### src/rtl/systolic_matmul_engine.sv
// systolic_matmul_engine
//   Integer matrix multiply C = A*B (or C += A*B) for an M x K by K x N problem,
//   computed on an M x N grid of multiply-accumulate PEs with skewed operand feed.
//
// Ports
//   clk_i, reset_i         rising-edge clock, synchronous active-high reset
//   en_i                   global stall when low (all registers hold, ready/valid low)
//   flush_i                abort: back to LOAD_A, counters and accumulators cleared
//   accumulate_i           captured on the first A beat; 1 keeps C as the starting sum
//   valid_i/ready_o/data_i operand input: A row-major, then B row-major
//   valid_o/yumi_i/data_o  result output, one C element per beat, row-major
//   busy_o                 high while in COMPUTE
//   state_o                0 LOAD_A, 1 LOAD_B, 2 COMPUTE, 3 DRAIN
//
// Handshakes: an operand beat transfers on a rising edge where valid_i & ready_o.
// A result transfers on a rising edge where valid_o & yumi_i; data_o is held
// stable while valid_o=1 and yumi_i=0. yumi_i without valid_o is ignored.
module systolic_matmul_engine #(
    parameter int width_p        = 8,
    parameter int acc_width_p    = 32,
    parameter int array_height_p = 2,
    parameter int array_width_p  = 2,
    parameter int inner_dim_p    = 2,
    parameter int signed_p       = 0
) (
    input  logic                   clk_i,
    input  logic                   reset_i,
    input  logic                   en_i,
    input  logic                   flush_i,
    input  logic                   accumulate_i,
    input  logic                   valid_i,
    output logic                   ready_o,
    input  logic [width_p-1:0]     data_i,
    output logic                   valid_o,
    input  logic                   yumi_i,
    output logic [acc_width_p-1:0] data_o,
    output logic                   busy_o,
    output logic [1:0]             state_o
);
    localparam int M        = array_height_p;
    localparam int N        = array_width_p;
    localparam int K        = inner_dim_p;
    localparam int A_BEATS  = M * K;
    localparam int B_BEATS  = K * N;
    localparam int C_CYCLES = K + M + N - 1;
    localparam int C_ELEMS  = M * N;

    function automatic int max2(input int x, input int y);
        return (x > y) ? x : y;
    endfunction

    localparam int CNT_MAX = max2(max2(A_BEATS, B_BEATS), max2(C_CYCLES, C_ELEMS));
    localparam int CW      = $clog2(CNT_MAX) + 1;

    localparam logic [CW-1:0] A_LAST = CW'(A_BEATS - 1);
    localparam logic [CW-1:0] B_LAST = CW'(B_BEATS - 1);
    localparam logic [CW-1:0] C_LAST = CW'(C_CYCLES - 1);
    localparam logic [CW-1:0] E_LAST = CW'(C_ELEMS - 1);

    typedef enum logic [1:0] {
        LOAD_A  = 2'd0,
        LOAD_B  = 2'd1,
        COMPUTE = 2'd2,
        DRAIN   = 2'd3
    } state_e;

    state_e                 state_q, state_n;
    logic [CW-1:0]          cnt_q;       // beat index, compute cycle or drain index
    logic                   acc_flag_q;
    logic                   valid_q;
    logic [acc_width_p-1:0] data_q;

    logic [width_p-1:0]     a_buf [A_BEATS];
    logic [width_p-1:0]     b_buf [B_BEATS];
    logic [width_p-1:0]     a_pe  [M][N];
    logic [width_p-1:0]     b_pe  [M][N];
    logic [acc_width_p-1:0] acc_q [M][N];

    logic [width_p-1:0]     feed_a [M];
    logic [width_p-1:0]     feed_b [N];
    logic [width_p-1:0]     a_in   [M][N];
    logic [width_p-1:0]     b_in   [M][N];
    logic [acc_width_p-1:0] prod   [M][N];
    logic [acc_width_p-1:0] c_sel;
    logic [CW-1:0]          sel_idx;
    logic                   accept;

    // Full-precision product, then sign/zero-extended (or truncated) to the
    // accumulator width so the sum wraps modulo 2^acc_width_p.
    function automatic logic [acc_width_p-1:0] mul_ext(input logic [width_p-1:0] a,
                                                       input logic [width_p-1:0] b);
        logic [2*width_p-1:0]             a2, b2, p;
        logic [acc_width_p+2*width_p-1:0] wide;
        logic                             s;
        a2   = (signed_p != 0) ? {{width_p{a[width_p-1]}}, a} : {{width_p{1'b0}}, a};
        b2   = (signed_p != 0) ? {{width_p{b[width_p-1]}}, b} : {{width_p{1'b0}}, b};
        p    = a2 * b2;
        s    = (signed_p != 0) ? p[2*width_p-1] : 1'b0;
        wide = {{acc_width_p{s}}, p};
        return wide[acc_width_p-1:0];
    endfunction

    assign ready_o = en_i & ~flush_i & ((state_q == LOAD_A) | (state_q == LOAD_B));
    assign accept  = valid_i & ready_o;
    assign valid_o = en_i & valid_q;
    assign data_o  = data_q;
    assign busy_o  = (state_q == COMPUTE);
    assign state_o = state_q;

    // Skewed feed: row r of A reaches column 0 delayed r cycles, column c of B
    // reaches row 0 delayed c cycles; zeros outside the operand window.
    always_comb begin
        for (int r = 0; r < M; r++) feed_a[r] = '0;
        for (int c = 0; c < N; c++) feed_b[c] = '0;
        if (state_q == COMPUTE) begin
            for (int r = 0; r < M; r++)
                for (int k = 0; k < K; k++)
                    if (cnt_q == CW'(r + k)) feed_a[r] = a_buf[r*K + k];
            for (int c = 0; c < N; c++)
                for (int k = 0; k < K; k++)
                    if (cnt_q == CW'(c + k)) feed_b[c] = b_buf[k*N + c];
        end
    end

    always_comb begin
        for (int r = 0; r < M; r++)
            for (int c = 0; c < N; c++) begin
                a_in[r][c] = '0;
                b_in[r][c] = '0;
            end
        for (int r = 0; r < M; r++) a_in[r][0] = feed_a[r];
        for (int r = 0; r < M; r++)
            for (int c = 1; c < N; c++) a_in[r][c] = a_pe[r][c-1];
        for (int c = 0; c < N; c++) b_in[0][c] = feed_b[c];
        for (int r = 1; r < M; r++)
            for (int c = 0; c < N; c++) b_in[r][c] = b_pe[r-1][c];
        for (int r = 0; r < M; r++)
            for (int c = 0; c < N; c++) prod[r][c] = mul_ext(a_in[r][c], b_in[r][c]);
    end

    // First DRAIN cycle loads C[cnt]; afterwards each yumi loads C[cnt+1].
    always_comb begin
        sel_idx = valid_q ? (cnt_q + CW'(1)) : cnt_q;
        c_sel   = '0;
        for (int r = 0; r < M; r++)
            for (int c = 0; c < N; c++)
                if (sel_idx == CW'(r*N + c)) c_sel = acc_q[r][c];
    end

    always_comb begin
        state_n = state_q;
        if (en_i) begin
            if (flush_i) begin
                state_n = LOAD_A;
            end else begin
                case (state_q)
                    LOAD_A:  if (accept && cnt_q == A_LAST) state_n = LOAD_B;
                    LOAD_B:  if (accept && cnt_q == B_LAST) state_n = COMPUTE;
                    COMPUTE: if (cnt_q == C_LAST) state_n = DRAIN;
                    DRAIN:   if (valid_q && yumi_i && cnt_q == E_LAST) state_n = LOAD_A;
                    default: state_n = LOAD_A;
                endcase
            end
        end
    end

    always_ff @(posedge clk_i) begin
        if (reset_i) state_q <= LOAD_A;
        else         state_q <= state_n;
    end

    // Operand buffers need no reset: they are always written before being read.
    always_ff @(posedge clk_i) begin
        if (accept) begin
            for (int i = 0; i < A_BEATS; i++)
                if (state_q == LOAD_A && cnt_q == CW'(i)) a_buf[i] <= data_i;
            for (int i = 0; i < B_BEATS; i++)
                if (state_q == LOAD_B && cnt_q == CW'(i)) b_buf[i] <= data_i;
        end
    end

    always_ff @(posedge clk_i) begin
        if (reset_i || (en_i && flush_i)) begin
            cnt_q      <= '0;
            acc_flag_q <= 1'b0;
            valid_q    <= 1'b0;
            if (reset_i) data_q <= '0;
            for (int r = 0; r < M; r++)
                for (int c = 0; c < N; c++) begin
                    a_pe[r][c]  <= '0;
                    b_pe[r][c]  <= '0;
                    acc_q[r][c] <= '0;
                end
        end else if (en_i) begin
            case (state_q)
                LOAD_A: if (accept) begin
                    if (cnt_q == '0) acc_flag_q <= accumulate_i;
                    cnt_q <= (cnt_q == A_LAST) ? '0 : cnt_q + CW'(1);
                end
                LOAD_B: if (accept) begin
                    cnt_q <= (cnt_q == B_LAST) ? '0 : cnt_q + CW'(1);
                end
                COMPUTE: begin
                    // Cycle 0 either restarts the sums or continues from the last C.
                    for (int r = 0; r < M; r++)
                        for (int c = 0; c < N; c++) begin
                            a_pe[r][c]  <= a_in[r][c];
                            b_pe[r][c]  <= b_in[r][c];
                            acc_q[r][c] <= ((cnt_q == '0 && !acc_flag_q) ? '0 : acc_q[r][c])
                                           + prod[r][c];
                        end
                    cnt_q <= (cnt_q == C_LAST) ? '0 : cnt_q + CW'(1);
                end
                DRAIN: begin
                    if (!valid_q) begin
                        valid_q <= 1'b1;
                        data_q  <= c_sel;
                    end else if (yumi_i) begin
                        if (cnt_q == E_LAST) begin
                            cnt_q   <= '0;
                            valid_q <= 1'b0;
                        end else begin
                            cnt_q  <= cnt_q + CW'(1);
                            data_q <= c_sel;
                        end
                    end
                end
                default: ;
            endcase
        end
    end

endmodule

### config.mk
export PLATFORM = sky130hd
export DESIGN_NAME = systolic_matmul_engine
export DESIGN_NICKNAME = d
export VERILOG_FILES = /design/src/rtl/systolic_matmul_engine.sv
export SDC_FILE = /design/constraint.sdc
export NUM_CORES = 1
export LEC_CHECK = 0
export BUFFER_PORTS_ARGS = -buffer_cell sky130_fd_sc_hd__buf_2
export CORE_UTILIZATION = 45
export CTS_CLUSTER_SIZE = 10
export DETAILED_ROUTE_END_ITERATION = 6
export PLACE_DENSITY_LB_ADDON = 0.1
export SLEW_MARGIN = 20
export SYNTH_ARGS = -nofsm -noshare
export SYNTH_HDL_FRONTEND = slang
export SYNTH_SLANG_ARGS = --single-unit
### constraint.sdc
create_clock -name clk_i -period 10.7 [get_ports clk_i]
set_clock_uncertainty 0.2 [all_clocks]
set_input_delay 1.07 -clock clk_i [delete_from_list [all_inputs] [get_ports clk_i]]
set_output_delay 1.07 -clock clk_i [all_outputs]
set_load 0.03 [all_outputs]
# Yosys cells after proc, flatten, opt, wreduce, memory -nomap -nowiden
# Memories as Yosys holds them, arrays and structs flattened.
# Index checks and enable logic that the tools add are counted.
[op_classes]
addsub = 5
n_mul = 4
eq_ne = 20
mux = 101
bitwise_logic = 18
reduce_logical = 32
[op_table]
columns = ["cell", "n"]
rows = [
  ["32-bit 2-to-1 mux", 19],
  ["8-bit 2-to-1 mux", 22],
  ["32-bit by 16-bit adder with 32-bit output", 4],
  ["8-bit by 8-bit multiplier with 16-bit output", 4],
  ["8-bit OR reduction", 6],
  ["1-bit 2-to-1 mux", 39],
  ["16-bit 2-to-1 mux", 2],
  ["4-bit 2-to-1 mux", 6],
  ["2-bit 2-to-1 mux", 11],
  ["4-bit by 2-bit equality test with 1-bit output (second input constant)", 4],
  ["1-bit logical AND", 13],
  ["1-bit bitwise OR", 13],
  ["4-bit case mux with 3 select lines", 1],
  ["5-bit AND reduction", 2],
  ["3-bit by 2-bit != test with 1-bit output (second input constant)", 3],
  ["3-bit != test (second input constant)", 3],
  ["4-bit by 1-bit equality test with 1-bit output (second input constant)", 2],
  ["4-bit logical NOT", 2],
  ["2-bit case mux with 4 select lines", 1],
  ["4-bit AND reduction", 2],
  ["2-bit != test (second input constant)", 3],
  ["4-bit by 1-bit adder with 4-bit output (second input constant)", 1],
  ["1-bit bitwise AND", 4],
  ["2-bit equality test (second input constant)", 2],
  ["other kinds (10)", 11],
]
[totals]
reg_bits = 40
mem_bits_rw = 256
input_bits = 15
wordCells = 190
n_memories = 5
[mem_list]
columns = ["name", "words", "word_bits", "read_ports", "rd_ports_with_merged_regs", "write_ports", "line", "rtl"]
rows = [
  ["acc_q", 2, 64, 2, 0, 2, "77", "logic [acc_width_p-1:0] acc_q [M][N];"],
  ["a_buf", 4, 8, 4, 0, 1, "73", "logic [width_p-1:0] a_buf [A_BEATS];"],
  ["a_pe", 2, 16, 2, 0, 2, "75", "logic [width_p-1:0] a_pe [M][N];"],
  ["b_buf", 4, 8, 4, 0, 1, "74", "logic [width_p-1:0] b_buf [B_BEATS];"],
  ["b_pe", 2, 16, 1, 0, 2, "76", "logic [width_p-1:0] b_pe [M][N];"],
]

# Depth between registers and ports, before layout
# Gate-level depths: netlist (run 1).
[logic_depth]
word_depth = 13
ltp_mapped = 27
depth_no_buf = 25

# Least setup slack after synthesis (run 1)
# OpenSTA, ideal clock, no wires.
[synth_path]
path_kind = "register -> register"
startpoint = "register cnt_q[0]"
endpoint = "memory acc_q[1][52] (netlist name), data pin"
setup_time_ns = 0.266
t_arrival_ns = 5.887
setup_slack_ns = 4.347
path_stages_with_launch = 26
synth_period_minus_slack_ns = 6.353
path_cell_list = "dfxtp_1 > clkbuf_1 > inv_1 > ha_1 > or4b_1 > buf_2 > buf_2 > clkbuf_1 > clkbuf_1 > nand2_1 > fa_1 > inv_1 > fa_1 > inv_1 > fa_1 > fa_1 > inv_1 > ha_1 > a21o_1 > a21oi_2 > a2111oi_4 > o21a_1 > o41ai_2 > a211oi_2 > xnor2_1 > nor2_1"
[synth_rtl]
columns = ["element", "line", "rtl"]
rows = [
  ["start: declaration", "68", "logic [CW-1:0] cnt_q;"],
  ["start signal: assignment", "198", "cnt_q <= (cnt_q == A_LAST) ? '0 : cnt_q + CW'(1);"],
  ["start signal: assignment", "201", "cnt_q <= (cnt_q == B_LAST) ? '0 : cnt_q + CW'(1);"],
  ["start signal: assignment", "212", "cnt_q <= (cnt_q == C_LAST) ? '0 : cnt_q + CW'(1);"],
  ["end: declaration", "77", ""],
]

==> flow_metrics.tcl, run 1 <==
set metrics [dict create \
    routed_wl_mm 59.4 \
    synth_most_common_cell "inv_1" \
    rows 82 \
    min_to "acc_flag_q" \
    outcome "finished clean" \
    tritoncts "built" \
    synth.distinct_cells 76 \
    hold_path_class "flop to flop" \
    wl_met1_mm 27.0 \
    crit_required_ns 10.76 \
    min_period_ns 7.25 \
    grt_pass1_vias 17300 \
    syn_area_um2 22900 \
    die_w_um 228 \
    timing.rr.end "acc_q[1][61]" \
    coreArea_um2 50200 \
    worstPathArrival_ns 7.31 \
    netlist_instances 2279 \
    met3_length_mm 3.06 \
    dp_hpwl_mm 44.7 \
    async_flop_share_pct 0 \
    critPathCaptureType "flop" \
    antenna_cells 0 \
    yosys-top-cells-count "inv_1 (342), edfxtp_1 (256), nand2_1 (214), nor2_1 (205), fa_1 (200)" \
    design.die.area_um2 51800 \
    grt_pass1_wl_mm 96.0 \
    numCtsBuffers 35 \
    fin_util_pct 49.6 \
    grt_max_degree 83 \
    p_leak_nw 11.0 \
    synth_top_area_share_pct 33.5 \
    routed.top_layer "met4" \
    pin_count 52 \
    postCtsHoldBufs 0 \
    cp-start-kind "flop" \
    port_buffers 51 \
    via_per_inst 5.42 \
    fp.dieH_um 228 \
    cts_sinks 264 \
    syn2layout_area_growth_pct 8.61 \
    antenna_found_initial 2 \
    clockRootBuffer "clkbuf_16" \
    yosysTopAreaCell "edfxtp_1" \
    synth_edf_count 256 \
    grt_usage_pct 23.6 \
    irDropWorstVdd_mv 0.104 \
    cts.path.max_buffers 3 \
    path_clk_slew_ns 0.05 \
    r2r_cells 21 \
    relSlewSlack_pct 37.2 \
    nets 2695 \
    p_per_area_nw_per_um2 102 \
    max_freq_mhz 138 \
    synthTopCellsByArea "edfxtp_1 (34%), fa_1 (17%), ha_1 (9.4%), inv_1 (5.6%), and2_1 (4.7%)" \
    ys_seq_area_share_pct 34.2 \
    ys_ff_latch 264 \
    synth_nets 2666 \
    hold_viol_final 0 \
    post-route-period-util_pct 67.7 \
    gp_congestion 0.880 \
    drv_slew 0 \
    cts_resized 0 \
    synthFlopType "edfxtp_1" \
    cts_setup_buffers 0 \
    vias 16300 \
    drc 0 \
    setup_tns_ns 0 \
    path_class "flop to flop" \
    drv_cap 0 \
    critPathMaxFanout 16 \
    synth_warnings 0 \
    tightest_slew_ns 0.942 \
    avgSynthCellArea_um2 10.1 \
    drt-initial-drc-count 1059 \
    wl_met2_mm 28.1 \
    rrSetupSlack_ns 3.45 \
    drive_above_1_share_pct 6.14 \
    cts_htree_levels 2 \
    hp-start "acc_flag_q" \
    overflow 0 \
    r2r_start "cnt_q[1]" \
    initial_core_util_pct 45.7 \
    clock_latency_ns 0.55 \
    min_path_cells 2 \
    ant_nets 0 \
    wl_per_cell_um 19.8 \
    setup-violations-final 0 \
    dr.pass1.iters 6 \
    rsz0062_at_grt "no" \
]
## kinds of logic (layout without fill, tap and decap cells)
family | after synthesis | after routing | share of synthesized area (%)
simple gates | 787 | 787 | 16.9
fa+ha+maj | 372 | 372 | 26.9
compound gates | 296 | 296 | 9.20
flops | 264 | 264 | 34.2
mux | 63 | 63 | 2.75
buf+inv | 415 | 465 | 6.89
xor+xnor | 82 | 82 | 3.13
## cell usage in the layout, fill, tap and decap left out, types with 5 or more instances in the layout
cell type	synthesis	layout
inv_1	342	342
edfxtp_1	256	256
nand2_1	214	214
nor2_1	205	203
fa_1	200	200
and2_1	173	173
ha_1	172	172
a21oi_1	69	69
mux2i_1	63	62
buf_2	13	51
xnor2_1	44	43
o21ai_0	41	41
xor2_1	38	38
nand3_1	37	37
nor2b_1	36	36
clkbuf_16	0	35
nor3_1	33	33
a22oi_1	32	32
a221oi_1	31	31
a21o_1	28	27
nand2b_1	23	23
o21a_1	16	16
buf_4	1	13
and3_1	11	11
nand4_1	10	10
clkbuf_1	49	10
a211oi_1	8	8
or3_1	8	8
nor3b_1	8	8
dfxtp_1	8	8
a22o_1	7	7
a31oi_1	7	7
o211ai_1	6	6
o21bai_1	6	6
o2111ai_1	5	5
o21ai_1	5	5
clkinv_1	0	5
## flip-flops by register name (all words and copies together) (netlist names)
| register | cells |
|---|---|
| cnt_q | 4 |
| b_pe | 16 |
| valid_q | 1 |
| acc_flag_q | 1 |
| data_o | 32 |
| b_buf | 32 |
| state_o | 2 |
| acc_q | 128 |
| a_pe | 16 |
| a_buf | 32 |
## how the worst max path moves through the flow
stage	from	cells past startpoint	end
2_1_floorplan	cnt_q[0]	25	acc_q[1][52]
3_3_place_gp	cnt_q[0]	22	acc_q[1][61]
3_5_place_dp	cnt_q[0]	22	acc_q[1][61]
4_1_cts	cnt_q[0]	22	acc_q[1][61]
5_1_grt	cnt_q[0]	22	acc_q[1][61]
6_report	cnt_q[1]	21	acc_q[1][61]
## through the flow
| stage | power [W] | area, um^2 | setup slack [ns] | cells | hold WS (ns) |
|---|---|---|---|---|---|
| 3_3_place_gp | 0.00146 | 23900 | 3.32 | 2943 | 0.276 |
| 5_1_grt | 0.00263 | 24900 | 2.97 | 3001 | 0.326 |
| 6_report | 0.00254 | 24900 | 3.45 | 3001 | 0.298 |
| 2_1_floorplan | 0.00138 | 22900 | 4.35 | 2279 | 0.248 |
| 3_5_place_dp | 0.00146 | 23900 | 3.18 | 2943 | 0.283 |
| 4_1_cts | 0.00256 | 24900 | 3.21 | 3001 | 0.290 |
## metal layers
layer  up-vias  GRT usage, %
li1       7653             -
met1      8140          32.6
met2       393          39.0
met3        77          3.20
met4         0          6.29
met5         -             0
## cell type report
class	count	area, um^2
Inverter	342	1280
Clock inverter	12	93.8
Fill cell	4695	25300
Clock buffer	46	927
Tap cell	672	841
Timing Repair Buffer	65	364
Multi-Input combinational cell	1600	13500
Sequential cell	264	7850
## critical path: stages, from the launching register on
cell and delay, ns:
dfxtp_1 0.50, ha_1 0.27, and2_0 0.75, a22oi_1 0.33, nor2b_1 0.57, nand2_1 0.16
fa_1 0.53, inv_1 0.05, fa_1 0.50, inv_1 0.05, fa_1 0.48, fa_1 0.48
inv_1 0.04, ha_1 0.37, o21a_1 0.22, o31a_1 0.12, o21ai_1 0.41, a21oi_1 0.15
o21ai_1 0.38, a211oi_1 0.16, xor2_1 0.17, nor2_1 0.05
## power by group
group,internal [W],switching [W],total [W],leakage (nW)
Clock,0.000633,0.000459,0.00109,0.498
Sequential,0.00117,0.0000423,0.00122,2.68
Combinational,0.0000750,0.000151,0.000226,7.85
Total,0.00188,0.000653,0.00254,11.0
No activity file was read; power rests on OpenSTA's default activity.
==> run 2: changes to the inputs <==
Settings changed: ABC_AREA set to 1.
Clock period 10.7 ns to 6.6 ns, I/O delays scaled along.
==> run 2 against run 1 <==
Against the previous run: the flow now finishes with violations (design-rule violations); sequential share of layout area decreased by 1.7 points; routed wire length up 14%; non-clock buffer count up 16; clock-buffer cell count stayed put; sequential cell count unchanged; clock power is 82% higher; maximum frequency is 19% higher; largest cell class unchanged; largest power group is now clock.
==> flow_metrics.tcl, run 2 <==
set metrics [dict create \
    async_flop_share_pct 0 \
    grt_pass1_vias 20100 \
    cp-start-kind "flop" \
    cts_htree_levels 2 \
    outcome "finished, violations left" \
    hold_slack_ns 0.0904 \
    critPathCaptureType "flop" \
    nFillCells 5207 \
    antenna_found_initial 1 \
    rsz0062_at_grt "no" \
    gp_congestion 0.918 \
    hp-start "reset_i" \
    vias 19800 \
    syn2layout_area_growth_pct 9.11 \
    ys_ff_latch 264 \
    dp.cells 3744 \
    drv_cap 0 \
    pre_cts_ws_ns 0.316 \
    tightest_slew_ns 1.09 \
    tritoncts "built" \
    synth_nets 3453 \
    clockRootBuffer "clkbuf_16" \
    postCtsHoldBufs 0 \
    synth.distinct_cells 42 \
    routed_wl_mm 67.7 \
    relSlewSlack_pct 26.9 \
    grt_pass1_wl_mm 109 \
    coreArea_um2 52800 \
    p_per_area_nw_per_um2 165 \
    max_freq_mhz 164 \
    port_buffers 51 \
    cts_setup_buffers 0 \
    drc 4 \
    ant_nets 0 \
    die_w_um 234 \
    irDropWorstVdd_mv 0.171 \
    drv_slew 0 \
    pin_count 52 \
    hold_path_class "input port to flop" \
    cts_resized 0 \
    drive_above_1_share_pct 5.07 \
    min_period_ns 6.10 \
    synth_edf_count 256 \
    p_leak_nw 12.8 \
    overflow 0 \
    layout.cells.most_common_list "inv_1 (646), nand2_1 (641), nor2_1 (436)" \
    design.die.area_um2 54600 \
    cts_sinks 264 \
    clock_latency_ns 0.57 \
    dr.pass1.iters 7 \
    post-route-period-util_pct 92.4 \
    numCtsBuffers 36 \
    synth_warnings 0 \
    layout_commonest_cell "inv_1" \
    setup_ws_ns 0.501 \
    syn_area_um2 24100 \
    grt_max_degree 95 \
    path_class "flop to flop" \
    via_per_inst 5.21 \
    synth_most_common_cell "inv_1" \
    dp_hpwl_mm 52.8 \
    rows 84 \
    wl_per_cell_um 17.8 \
    fp.dieH_um 234 \
    grt_usage_pct 25.9 \
    multi_input_area_um2 13500 \
    worstPathArrival_ns 6.21 \
    crit_required_ns 6.71 \
    cp-startpoint "cnt_q[1]" \
    setup_tns_ns 0 \
    synthTopCellsByArea "edfxtp_1 (32%), fa_1 (17%), inv_1 (10%), nand2_1 (10%), ha_1 (8.9%)" \
    yosys-top-cells-count "inv_1 (646), nand2_1 (643), nor2_1 (439), edfxtp_1 (256), nand3_1 (252)" \
    critPathMaxFanout 9 \
    netlist_instances 3066 \
    fin_util_pct 49.9 \
    hold_viol_final 0 \
    setup-violations-final 0 \
    cts.path.max_buffers 3 \
    r2r_start "cnt_q[1]" \
    initial_core_util_pct 45.7 \
    largest_register_ffs 128 \
    regMostFlops "acc_q" \
    path_clk_slew_ns 0.06 \
    antenna_cells 0 \
    seq_area_um2 7850 \
    drt-initial-drc-count 1819 \
    avgSynthCellArea_um2 7.87 \
    synthFlopType "edfxtp_1" \
    yosysTopAreaCell "edfxtp_1" \
    violations "design-rule violations" \
    ys_seq_area_share_pct 32.5 \
    synth_top_area_share_pct 31.9 \
    fin_cells 3806 \
    nets 3481 \
]
[run 2: cell count changes after synthesis, sizes merged, moves of 32 or more]
cell | before | now
a21oi | 71 | 146
a22oi | 32 | 0
mux2i | 63 | 0
inv | 342 | 651
o21ai | 47 | 93
nand2 | 214 | 644
nand3 | 37 | 253
nor2 | 206 | 442
xnor2 | 44 | 2
nor2b | 36 | 0
xor2 | 38 | 1
and2 | 174 | 3
[run 2: final cells by class]
cell class                 count  area share (%)
multi-input combinational   2059            51.3
sequential                   264            29.8
tap                          688            3.27
clock inverter                16           0.784
inverter                     652            9.29
clock buffer                  46            3.64
timing repair buffer          81            1.92
[run 2: power by group]
| part | internal (W) | switching (W) |
|---|---|---|
| logic | 0.000111 | 0.000290 |
| clock network | 0.00119 | 0.000794 |
| registers | 0.00190 | 0.0000600 |
| total | 0.00320 | 0.00114 |
[run 2: critical path, stage by stage, from the launching register on]
cell     delay (ns)
dfxtp_1        0.34
inv_1          0.16
ha_1           0.20
nand2_1        0.22
o21ai_0        0.68
nor2_1         0.17
inv_1          0.20
nor2_1         0.08
fa_1           0.56
inv_1          0.05
fa_1           0.60
fa_1           0.45
fa_1           0.49
inv_1          0.04
ha_1           0.35
nand2_1        0.10
inv_1          0.08
nand4_1        0.08
nand2_1        0.16
nand2_1        0.06
nand2_1        0.11
nand2_1        0.08
nand2_1        0.15
nand3_1        0.11
nand2_1        0.07
nor2_1         0.05
[run 2: stage by stage]
step | total power (W) | cell area [um^2]
after floorplan | 0.00225 | 24100
after global placement | 0.00239 | 25100
after detailed placement | 0.00240 | 25100
after CTS | 0.00439 | 26300
after global routing | 0.00450 | 26300
final | 0.00435 | 26300
[run 2: path summary, 6_finish.rpt]
check / slack [ns] / cells past startpoint / to
hold reg to reg: 0.33 / 2 / state_o[1]
setup reg to reg: 0.50 / 25 / acc_q[0][57]
hold / removal: 0.09 / 2 / state_o[1]
setup / recovery: 0.50 / 25 / acc_q[0][57]
[run 2: cell families after synthesis]
family                   count (synthesis)  synth area share (%)
adder cells (fa/ha/maj)                372                  25.5
AO/OA/AOI/OAI                          281                  6.26
buffers and inverters                  743                  11.8
AND/OR/NAND/NOR                       1403                  23.8
XOR/XNOR                                 3                 0.109
flip-flops                             264                  32.5
[run 2: metal layers]
layer  track usage (%)  vias up  wire (um)
met1              35.4     9538      30800
met4              6.51        0       1450
met2              42.5      525      31400
li1                  -     9645          -
met5                 0        -          0
met3              4.14      103       3980
==> run 3: changes to the inputs <==
Settings changed: GPL_TIMING_DRIVEN set to 0, REMOVE_ABC_BUFFERS set to 1.
==> run 3 against run 2 <==
Against the previous run: the flow now finishes without violations; via count shrank 0.88%; maximum frequency shrank 1.7%; core utilization grew 0.58 points; highest routed layer unchanged; worst setup slack lost 0.10 ns; sequential cell count is the same; critical path depth grew 1; first-iteration DRC count shrank 18%; die area is the same; clock-buffer cell count grew 2; sequential share of layout area shrank 0.34 points; global-route usage shrank 1.3 points.
==> flow_metrics.tcl, run 3 (synthesis results as in run 2) <==
set metrics [dict create \
    outcome "finished clean" \
    drc 0 \
    tightest_slew_ns 0.934 \
    crit_required_ns 6.70 \
    hold_path_class "input port to flop" \
    hp-start "reset_i" \
    setup_ws_ns 0.396 \
    rows 84 \
    drt-initial-drc-count 1494 \
    setup-violations-final 0 \
    p_sw_w 0.00115 \
    min_period_ns 6.20 \
    timing.rr.end "acc_q[0][60]" \
    cts_sinks 264 \
    p_leak_nw 12.9 \
    initial_core_util_pct 45.7 \
    hold_slack_ns 0.0762 \
    critPathCaptureType "flop" \
    pwr-share-clk_pct 46.5 \
    cts_htree_levels 2 \
    critPathMaxFanout 34 \
    dr.pass1.iters 6 \
    design.die.area_um2 54600 \
    grt_pass1_vias 19600 \
    overflow 0 \
    place_area_um2 25300 \
    path_class "flop to flop" \
    grt_usage_pct 24.6 \
    pin_count 52 \
    grt_max_degree 59 \
    post-route-period-util_pct 94.0 \
    numCtsBuffers 37 \
    layout_commonest_cell "inv_1" \
    min_to "state_o[0]" \
    design_area_um2 26600 \
    dp_hpwl_mm 50.6 \
    pre_cts_ws_ns -0.955 \
    r2r_start "cnt_q[1]" \
    seq_area_um2 7850 \
    grt_pass1_wl_mm 104 \
    p_seq_share_pct 44.3 \
    nFillCells 5095 \
    wl_per_cell_um 17.3 \
    via_per_inst 5.17 \
    gp_congestion 0.904 \
    postCtsHoldBufs 0 \
    coreArea_um2 52800 \
    max_freq_mhz 161 \
    rsz0062_at_grt "no" \
    drv_slew 0 \
    largest_register_ffs 128 \
    path_clk_slew_ns 0.06 \
    power_w 0.00442 \
    rrSetupSlack_ns 0.40 \
    swShare_pct 26.1 \
    tritoncts "built" \
    min_path_cells 2 \
    relSlewSlack_pct 37.6 \
    cp-start-kind "flop" \
    r2r_cells 26 \
    p_per_area_nw_per_um2 166 \
    die_w_um 234 \
    antenna_found_initial 1 \
    irDropWorstVdd_mv 0.135 \
    drv_cap 0 \
    port_buffers 51 \
    drive_above_1_share_pct 5.18 \
    nets 3475 \
    fp.dieH_um 234 \
    layout.cells.most_common_list "inv_1 (646), nand2_1 (639), nor2_1 (434)" \
    cts.path.max_buffers 3 \
    vias 19600 \
    p_int_w 0.00327 \
    syn2layout_area_growth_pct 10.4 \
    regMostFlops "acc_q" \
    clockRootBuffer "clkbuf_16" \
    hold_viol_final 0 \
    pwr-share-comb_pct 9.2 \
    multi_input_area_um2 13600 \
    worstPathArrival_ns 6.31 \
    ant_nets 0 \
    clock_latency_ns 0.57 \
    antenna_cells 0 \
    routed_wl_mm 65.7 \
]
run 3: layout make-up:
cell class | instances | area share, %
multi-input combinational | 2062 | 51.1
sequential | 264 | 29.5
inverter | 652 | 9.21
clock buffer | 48 | 3.71
tap | 688 | 3.23
timing repair buffer | 71 | 2.46
clock inverter | 14 | 0.817
run 3: worst max-delay path: stages, from the launching register on:
cell and delay (ns):
dfxtp_1 0.34, inv_1 0.21, ha_4 0.31, nand2_4 0.25, nand2_1 0.14, o21ai_1 0.23
nor2_1 0.29, inv_1 0.13, or2_2 0.31, fa_1 0.42, inv_1 0.08, fa_1 0.43
fa_1 0.55, inv_1 0.05, fa_1 0.47, inv_1 0.04, ha_1 0.34, nand2_1 0.10
nand3b_1 0.19, nand2_1 0.18, nand2_1 0.08, nand2_1 0.13, nand2_1 0.09, nand2_1 0.16
nand3_1 0.10, nand2_1 0.07, nor2_1 0.03
run 3: power by group through the flow:
stage / Combinational, W / Clock (W) / Sequential [W]
2_1_floorplan: 0.000236 / 0 / 0.00200
3_3_place_gp: 0.000380 / 0 / 0.00201
3_5_place_dp: 0.000401 / 0 / 0.00199
4_1_cts: 0.000404 / 0.00209 / 0.00196
5_1_grt: 0.000455 / 0.00214 / 0.00197
6_report: 0.000407 / 0.00205 / 0.00196
run 3: how the worst max path moves through the flow:
stage / from / to / slack [ns] / cells past startpoint
6_report: cnt_q[1] / acc_q[0][60] / 0.40 / 26
5_1_grt: state_o[0] / acc_q[0][23] / 0.003 / 24
4_1_cts: cnt_q[2] / acc_q[0][57] / -0.01 / 24
3_5_place_dp: cnt_q[2] / acc_q[0][57] / -0.96 / 23
3_3_place_gp: en_i / b_pe[0][1] / -4.93 / 6
2_1_floorplan: cnt_q[0] / acc_q[0][23] / 0.10 / 23
run 3: metrics by stage:
step           instances  setup TNS, ns  util, %
6_report            3799              0     50.5
5_1_grt             3799              0     50.5
4_1_cts             3793        -0.0140     50.2
3_5_place_dp        3730         -39.03     47.9
3_3_place_gp        3714        -958.43     47.1
2_1_floorplan       2975              0        -
run 3: repair_timing:
action / 4_1_cts / 5_1_grt
buffers inserted: 0 / 4
cloned: 1 / 2
gates resized for setup: 16 / 10
pin swaps: 1 / 2
endpoints found under the setup margin: 71 / 66
run 3: routing by layer:
| metal | global-route usage (%) | vias to the layer above | routed length, um |
|---|---|---|---|
| li1 | - | 9639 | - |
| met1 | 33.4 | 9409 | 29700 |
| met2 | 41.1 | 503 | 31000 |
| met3 | 3.53 | 85 | 3640 |
| met4 | 6.19 | 0 | 1290 |
| met5 | 0 | - | 0 |
